--- src/rtl/cdb_arbiter.sv ---
// Common data bus arbiter: grants up to CDB_LANES completing functional units per
// cycle, packs winners into contiguous low lanes and registers the broadcast.
// Default grant order is round-robin from rr_ptr. Defining CDB_AGE_PRIORITY_EN
// switches to oldest-first by ROB age relative to rob_head.
module cdb_arbiter #(
    parameter int unsigned NUM_REQ   = 6,
    parameter int unsigned CDB_LANES = 3,
    parameter int unsigned TAG_W     = 5,
    parameter int unsigned XLEN      = 32
) (
    input  logic                           clock,
    input  logic                           reset,
    input  logic                           squash_flag,
    input  logic [TAG_W-1:0]               rob_head,
    input  logic [NUM_REQ-1:0]             req_valid,
    input  logic [NUM_REQ*TAG_W-1:0]       req_tag,
    input  logic [NUM_REQ*XLEN-1:0]        req_value,
    input  logic [NUM_REQ-1:0]             req_take_branch,
    input  logic [NUM_REQ*XLEN-1:0]        req_npc,
    output logic [NUM_REQ-1:0]             req_ready,
    output logic [CDB_LANES-1:0]           cdb_valid,
    output logic [CDB_LANES*TAG_W-1:0]     cdb_tag,
    output logic [CDB_LANES*XLEN-1:0]      cdb_value,
    output logic [CDB_LANES-1:0]           cdb_take_branch,
    output logic [CDB_LANES*XLEN-1:0]      cdb_npc,
    output logic [$clog2(NUM_REQ)-1:0]     rr_ptr
);

    localparam int unsigned PTR_W = $clog2(NUM_REQ);
    localparam int unsigned CNT_W = $clog2(CDB_LANES + 1);

    // Raw selection before squash gating
    logic [NUM_REQ-1:0]   sel_grant;
    logic [CDB_LANES-1:0] sel_lane_vld;
    logic [PTR_W-1:0]     lane_idx [CDB_LANES];

    logic [CDB_LANES-1:0] lane_live;
    logic [PTR_W-1:0]     rr_ptr_d, rr_ptr_q;

    logic [CDB_LANES-1:0]       cdb_valid_q;
    logic [CDB_LANES*TAG_W-1:0] cdb_tag_d, cdb_tag_q;
    logic [CDB_LANES*XLEN-1:0]  cdb_value_d, cdb_value_q;
    logic [CDB_LANES-1:0]       cdb_take_branch_d, cdb_take_branch_q;
    logic [CDB_LANES*XLEN-1:0]  cdb_npc_d, cdb_npc_q;

`ifdef CDB_AGE_PRIORITY_EN

    logic [TAG_W-1:0] age [NUM_REQ];

    // ROB age of each requester; modular distance from the head
    always_comb begin
        for (int i = 0; i < NUM_REQ; i++) begin
            age[i] = req_tag[i*TAG_W +: TAG_W] - rob_head;
        end
    end

    // Oldest-first selection, one lane per pass; strict < breaks ties to lower index
    always_comb begin : age_select
        logic [NUM_REQ-1:0] taken;
        logic               found;
        logic [TAG_W-1:0]   best_age;
        logic [PTR_W-1:0]   best;
        sel_grant    = '0;
        sel_lane_vld = '0;
        taken        = '0;
        for (int l = 0; l < CDB_LANES; l++) begin
            lane_idx[l] = '0;
        end
        for (int l = 0; l < CDB_LANES; l++) begin
            found    = 1'b0;
            best_age = '0;
            best     = '0;
            for (int i = 0; i < NUM_REQ; i++) begin
                if (req_valid[i] && !taken[i] && (!found || age[i] < best_age)) begin
                    found    = 1'b1;
                    best_age = age[i];
                    best     = PTR_W'(i);
                end
            end
            if (found) begin
                taken[best]     = 1'b1;
                sel_grant[best] = 1'b1;
                sel_lane_vld[l] = 1'b1;
                lane_idx[l]     = best;
            end
        end
    end

    // Pointer is unused in age mode
    always_comb begin
        rr_ptr_d = '0;
    end

`else

    logic unused_rob_head;
    assign unused_rob_head = ^rob_head;

    // Round-robin scan from rr_ptr, wrapping, taking the first CDB_LANES valid requesters
    always_comb begin : rr_select
        logic [PTR_W:0]   sum;
        logic [PTR_W-1:0] idx;
        logic [PTR_W-1:0] last;
        logic [CNT_W-1:0] cnt;
        sel_grant    = '0;
        sel_lane_vld = '0;
        last         = '0;
        cnt          = '0;
        for (int l = 0; l < CDB_LANES; l++) begin
            lane_idx[l] = '0;
        end
        for (int k = 0; k < NUM_REQ; k++) begin
            sum = {1'b0, rr_ptr_q} + (PTR_W+1)'(k);
            if (sum >= (PTR_W+1)'(NUM_REQ)) begin
                sum = sum - (PTR_W+1)'(NUM_REQ);
            end
            idx = sum[PTR_W-1:0];
            if (req_valid[idx] && cnt < CNT_W'(CDB_LANES)) begin
                sel_grant[idx]    = 1'b1;
                sel_lane_vld[cnt] = 1'b1;
                lane_idx[cnt]     = idx;
                last              = idx;
                cnt               = cnt + CNT_W'(1);
            end
        end
        rr_ptr_d = rr_ptr_q;
        if (|sel_grant && !squash_flag) begin
            rr_ptr_d = (last == PTR_W'(NUM_REQ - 1)) ? '0 : last + PTR_W'(1);
        end
    end

`endif

    // Squash and reset suppress all grants in the same cycle
    always_comb begin
        req_ready = (reset || squash_flag) ? '0 : sel_grant;
        lane_live = squash_flag ? '0 : sel_lane_vld;
    end

    // Lane data mux; idle lanes broadcast zeros
    always_comb begin
        cdb_tag_d         = '0;
        cdb_value_d       = '0;
        cdb_take_branch_d = '0;
        cdb_npc_d         = '0;
        for (int l = 0; l < CDB_LANES; l++) begin
            for (int i = 0; i < NUM_REQ; i++) begin
                if (lane_live[l] && lane_idx[l] == PTR_W'(i)) begin
                    cdb_tag_d[l*TAG_W +: TAG_W]  = req_tag[i*TAG_W +: TAG_W];
                    cdb_value_d[l*XLEN +: XLEN]  = req_value[i*XLEN +: XLEN];
                    cdb_take_branch_d[l]         = req_take_branch[i];
                    cdb_npc_d[l*XLEN +: XLEN]    = req_npc[i*XLEN +: XLEN];
                end
            end
        end
    end

    // Broadcast register and round-robin pointer
    always_ff @(posedge clock or posedge reset) begin
        if (reset) begin
            cdb_valid_q       <= '0;
            cdb_tag_q         <= '0;
            cdb_value_q       <= '0;
            cdb_take_branch_q <= '0;
            cdb_npc_q         <= '0;
            rr_ptr_q          <= '0;
        end else begin
            cdb_valid_q       <= lane_live;
            cdb_tag_q         <= cdb_tag_d;
            cdb_value_q       <= cdb_value_d;
            cdb_take_branch_q <= cdb_take_branch_d;
            cdb_npc_q         <= cdb_npc_d;
            rr_ptr_q          <= rr_ptr_d;
        end
    end

    assign cdb_valid       = cdb_valid_q;
    assign cdb_tag         = cdb_tag_q;
    assign cdb_value       = cdb_value_q;
    assign cdb_take_branch = cdb_take_branch_q;
    assign cdb_npc         = cdb_npc_q;
    assign rr_ptr          = rr_ptr_q;

endmodule

--- config.mk ---
export PLATFORM = sky130hd
export DESIGN_NAME = cdb_arbiter
export DESIGN_NICKNAME = d
export VERILOG_FILES = /design/src/rtl/cdb_arbiter.sv
export SDC_FILE = /design/constraint.sdc
export NUM_CORES = 1
export LEC_CHECK = 0
export BUFFER_PORTS_ARGS = -buffer_cell sky130_fd_sc_hd__buf_2
export CAP_MARGIN = 5
export CORE_AREA = 8 8 250 252
export CTS_BUF_LIST = sky130_fd_sc_hd__clkbuf_4 sky130_fd_sc_hd__clkbuf_8
export CTS_CLUSTER_SIZE = 14
export DETAILED_ROUTE_END_ITERATION = 16
export DIE_AREA = 0 0 258 260
export GPL_ROUTABILITY_DRIVEN = 0
export SYNTH_ARGS = -nofsm -noshare
export SYNTH_HDL_FRONTEND = slang
export SYNTH_SLANG_ARGS = --single-unit
--- constraint.sdc ---
create_clock -name clock -period 34.5 [get_ports clock]
set_input_delay 10.35 -clock clock [delete_from_list [all_inputs] [get_ports clock]]
set_output_delay 10.35 -clock clock [all_outputs]
set_load 0.02 [all_outputs]
==> summary.txt <==
RUN STATUS
--------------------------------------------------------------------------------
Result of the run                                                   finished, final reports clean

GLOBAL ROUTE
--------------------------------------------------------------------------------
Vias in the first global route                                            23,840
All-layer global routing usage                                            28.86%
Maximum number of pins on one net before global-route repair                 165
Antenna violations before repair                                              32
First-pass GRT wire length                                              151.9 mm
Leftover overflow at the end of global routing                                 0

YOSYS
--------------------------------------------------------------------------------
Fraction of the yosys area taken by sequential cells                      26.75%
Most numerous cell types in the synthesized netlist                 sky130_fd_sc_hd__nand2_1, sky130_fd_sc_hd__nand3_1, sky130_fd_sc_hd__dfrtp_1
Synth Net Count                                                            3,262
Combinational family with the most area after synthesis             simple AND/OR/NAND/NOR gates
Area fraction in compound gates after synthesis                           26.87%
Fraction of synthesized area in multiplexers                              7.832%
Most common flop cell mapped by yosys                               sky130_fd_sc_hd__dfrtp_1
Share of synthesized flip-flops with an asynchronous set or reset         100.0%
Top cell type by total area after synthesis                         sky130_fd_sc_hd__dfrtp_1
Post-synthesis instance area                                          20,210 µm²
Synthesized flop and latch total                                             216
Synth top area share                                                      26.75%
Warnings, synthesis                                                            0
Average size of a mapped cell                                          7.187 µm²
Simple-gate share of the synthesized area                                 30.39%
Number of enable-type register cells in the synthesized netlist                0
Cell with the most instances after synthesis                        sky130_fd_sc_hd__nand2_1
Post-Synthesis Cells                                                       2,812
Cell variety after synth                                                      96
Largest cells by area after synthesis                               sky130_fd_sc_hd__dfrtp_1, sky130_fd_sc_hd__nand2_1, sky130_fd_sc_hd__nand3_1, sky130_fd_sc_hd__mux2i_1, sky130_fd_sc_hd__a21oi_1
XOR/XNOR Fraction of Synth Area                                          0.2600%
Area share of fa/ha/maj cells after synthesis                             1.028%

STA
--------------------------------------------------------------------------------
Final Skew                                                            0.03603 ns
Setup TNS after final layout                                                0 ns
Timing-limited maximum frequency                                     0.03736 GHz
Period minus WS final                                                   26.76 ns
Slew headroom                                                             18.47%
Fin crit share                                                            77.58%
Worst Max-Slew Pin Slew                                                 1.223 ns
Final hold violation count                                                     0
Count of pins over their slew limit                                            0
Setup repair after global routing missed its margin                        false
Setup-failing EPs final                                                        0

FLOORPLANNING
--------------------------------------------------------------------------------
Overall die width                                                         258 µm
Boundary pin count                                                           656
Die Footprint                                                         67,080 µm²
Number of rows created at floorplan                                           89
Die span in y                                                             260 µm
Effective utilization at floorplan                                        34.57%
Core region area                                                      58,460 µm²

WORST SETUP PATH
--------------------------------------------------------------------------------
Data arrival at the endpoint of the critical path                       16.41 ns
Maximum net fanout on the critical path                                        7
Critical Path Sink Type                                              output port
Worst Setup Path Type                                                     in2out
Worst endpoint required time                                            24.15 ns
Worst setup SP type                                                 primary input

DRT
--------------------------------------------------------------------------------
Post-detailed-routing wire length                                       103.0 mm
Final antenna-violating net count                                              0
Post-route DRC violation count                                                 0
Violation count after the first detailed-route iteration                   2,514
Post-detailed-route wirelength per cell                                 24.99 µm
Number of vias in the routed layout                                       24,530
Detailed Routing Iterations Pass 1                                             8
Drt via density                                                            5.954

CTS
--------------------------------------------------------------------------------
Clock Path Buffers                                                             3
CTS tree                                                                     yes
Post-cts resize count                                                          0
Buffers inserted during post-CTS setup optimization                            0
Clock Pin Slew Worst Setup and Hold Paths                                0.05 ns
Buffer type at the clock tree root                                  sky130_fd_sc_hd__clkbuf_8
Total CTS buffers                                                             46
Number of buffers inserted by hold repair at cts                               0
Clock sink count                                                             216
H-tree depth                                                                   2
Clk Latency, worst-skew pair                                             0.64 ns

FLOW RUN
--------------------------------------------------------------------------------
Reported max-cap violation count                                               0

PLACE
--------------------------------------------------------------------------------
Half-perimeter wire length after placement                              67.44 mm
Total of buffers placed on input and output ports                            650

LAYOUT
--------------------------------------------------------------------------------
Combined area of the multi-input logic cells                          13,590 µm²
Share of post-route cells with drive strength above 1                     25.51%
Area taken by flip-flops and latches                                    5406 µm²
P&R area growth vs syn                                                    22.52%
Filler cells                                                               6,144
Nets@finish                                                                3,727

WORST HOLD PATH
--------------------------------------------------------------------------------
Class of the tightest hold or removal check                              reg2reg

-- critical path, cell delays in order --
cell	delay [ns]
sky130_fd_sc_hd__buf_2	0.12
sky130_fd_sc_hd__mux2i_1	0.46
sky130_fd_sc_hd__nor4bb_1	0.15
sky130_fd_sc_hd__a31oi_1	0.55
sky130_fd_sc_hd__inv_1	0.19
sky130_fd_sc_hd__ha_1	0.34
sky130_fd_sc_hd__nand2_1	0.11
sky130_fd_sc_hd__and2_1	0.25
sky130_fd_sc_hd__and3_1	0.29
sky130_fd_sc_hd__nor2_2	0.27
sky130_fd_sc_hd__inv_2	0.10
sky130_fd_sc_hd__ha_1	0.36
sky130_fd_sc_hd__nor3_2	0.48
sky130_fd_sc_hd__a21o_1	0.19
sky130_fd_sc_hd__inv_1	0.05
sky130_fd_sc_hd__ha_1	0.34
sky130_fd_sc_hd__nor2_1	0.09
sky130_fd_sc_hd__a221oi_1	0.51
sky130_fd_sc_hd__o21ai_0	0.28
sky130_fd_sc_hd__nor2_1	0.19
sky130_fd_sc_hd__a221o_1	0.21
sky130_fd_sc_hd__nor2_1	0.05
sky130_fd_sc_hd__a211oi_1	0.26
sky130_fd_sc_hd__buf_2	0.21
-- path summary, 6_finish.rpt --
check                      slack, ns                    end                   from  depth (start not counted)
max reg2reg                    24.67   cdb_npc[0]$_DFF_PP0_  rr_ptr[1]$_DFFE_PP0P_                         24
max                             7.74           req_ready[0]           req_valid[3]                         24
min                             0.81  rr_ptr[1]$_DFFE_PP0P_  rr_ptr[1]$_DFFE_PP0P_                          2
min reg2reg                     0.81  rr_ptr[1]$_DFFE_PP0P_  rr_ptr[1]$_DFFE_PP0P_                          2
min in group asynchronous       9.87  cdb_npc[82]$_DFF_PP0_                  reset                          2
max in group asynchronous      22.51  cdb_tag[13]$_DFF_PP0_                  reset                          4
-- layout make-up --
| class | count | share of cell area [%] |
|---|---|---|
| Antenna cell | 35 | 0.3537 |
| Clock buffer | 76 | 3.795 |
| Clock inverter | 7 | 0.3588 |
| Inverter | 18 | 0.3133 |
| Multi-Input combinational cell | 2300 | 54.89 |
| Sequential cell | 216 | 21.83 |
| Tap cell | 773 | 3.906 |
| Timing Repair Buffer | 695 | 14.55 |
-- flip-flops by register name, indices dropped and copies added (netlist names) --
| signal | flops |
|---|---|
| cdb_npc | 96 |
| cdb_value | 96 |
| cdb_tag | 15 |
| cdb_take_branch | 3 |
| cdb_valid | 3 |
| rr_ptr | 3 |
-- cell families after synthesis --
group | count (synthesis)
AND/OR/NAND/NOR | 1358
AO/OA/AOI/OAI | 766
buffers and inverters | 296
flip-flops | 216
multiplexers | 154
adder cells (fa/ha/maj) | 16
XOR/XNOR | 6
-- metrics by stage --
step / std cells / hold slack, ns / instance area [µm²] / util (%) / setup WS [ns]
after global placement: 4002 / 0.7161 / 23650 / 40.45 / 7.886
after global routing: 4111 / 0.8501 / 24740 / 42.32 / 7.348
after floorplan: 2812 / 0.7275 / 20210 / - / 8.776
after CTS: 4085 / 0.7985 / 24670 / 42.20 / 7.839
final: 4120 / 0.8066 / 24760 / 42.35 / 7.736
after detailed placement: 4002 / 0.7417 / 23650 / 40.45 / 7.867
-- cell usage in the layout (no fill, tap or decap), types with 72 or more instances in the layout --
master,n
sky130_fd_sc_hd__nand2_1,769
sky130_fd_sc_hd__nor2b_1,76
sky130_fd_sc_hd__a21oi_1,213
sky130_fd_sc_hd__dfrtp_1,215
sky130_fd_sc_hd__buf_2,650
sky130_fd_sc_hd__nand3_1,293
sky130_fd_sc_hd__and3_1,78
sky130_fd_sc_hd__o21ai_0,109
sky130_fd_sc_hd__o21ai_1,72
sky130_fd_sc_hd__mux2i_1,143
-- layer usage --
layer	global-route usage, %	part of all wire (%)	vias to the layer above
met5	0	0.0097	-
met4	14.42	4.6	2
met3	7.463	11	297
met2	45.69	46	1470
met1	36.18	39	11580
li1	-	-	11180
Power is not shown: default switching activity piles up to over one toggle a cycle in this logic, so the estimate is an artifact.
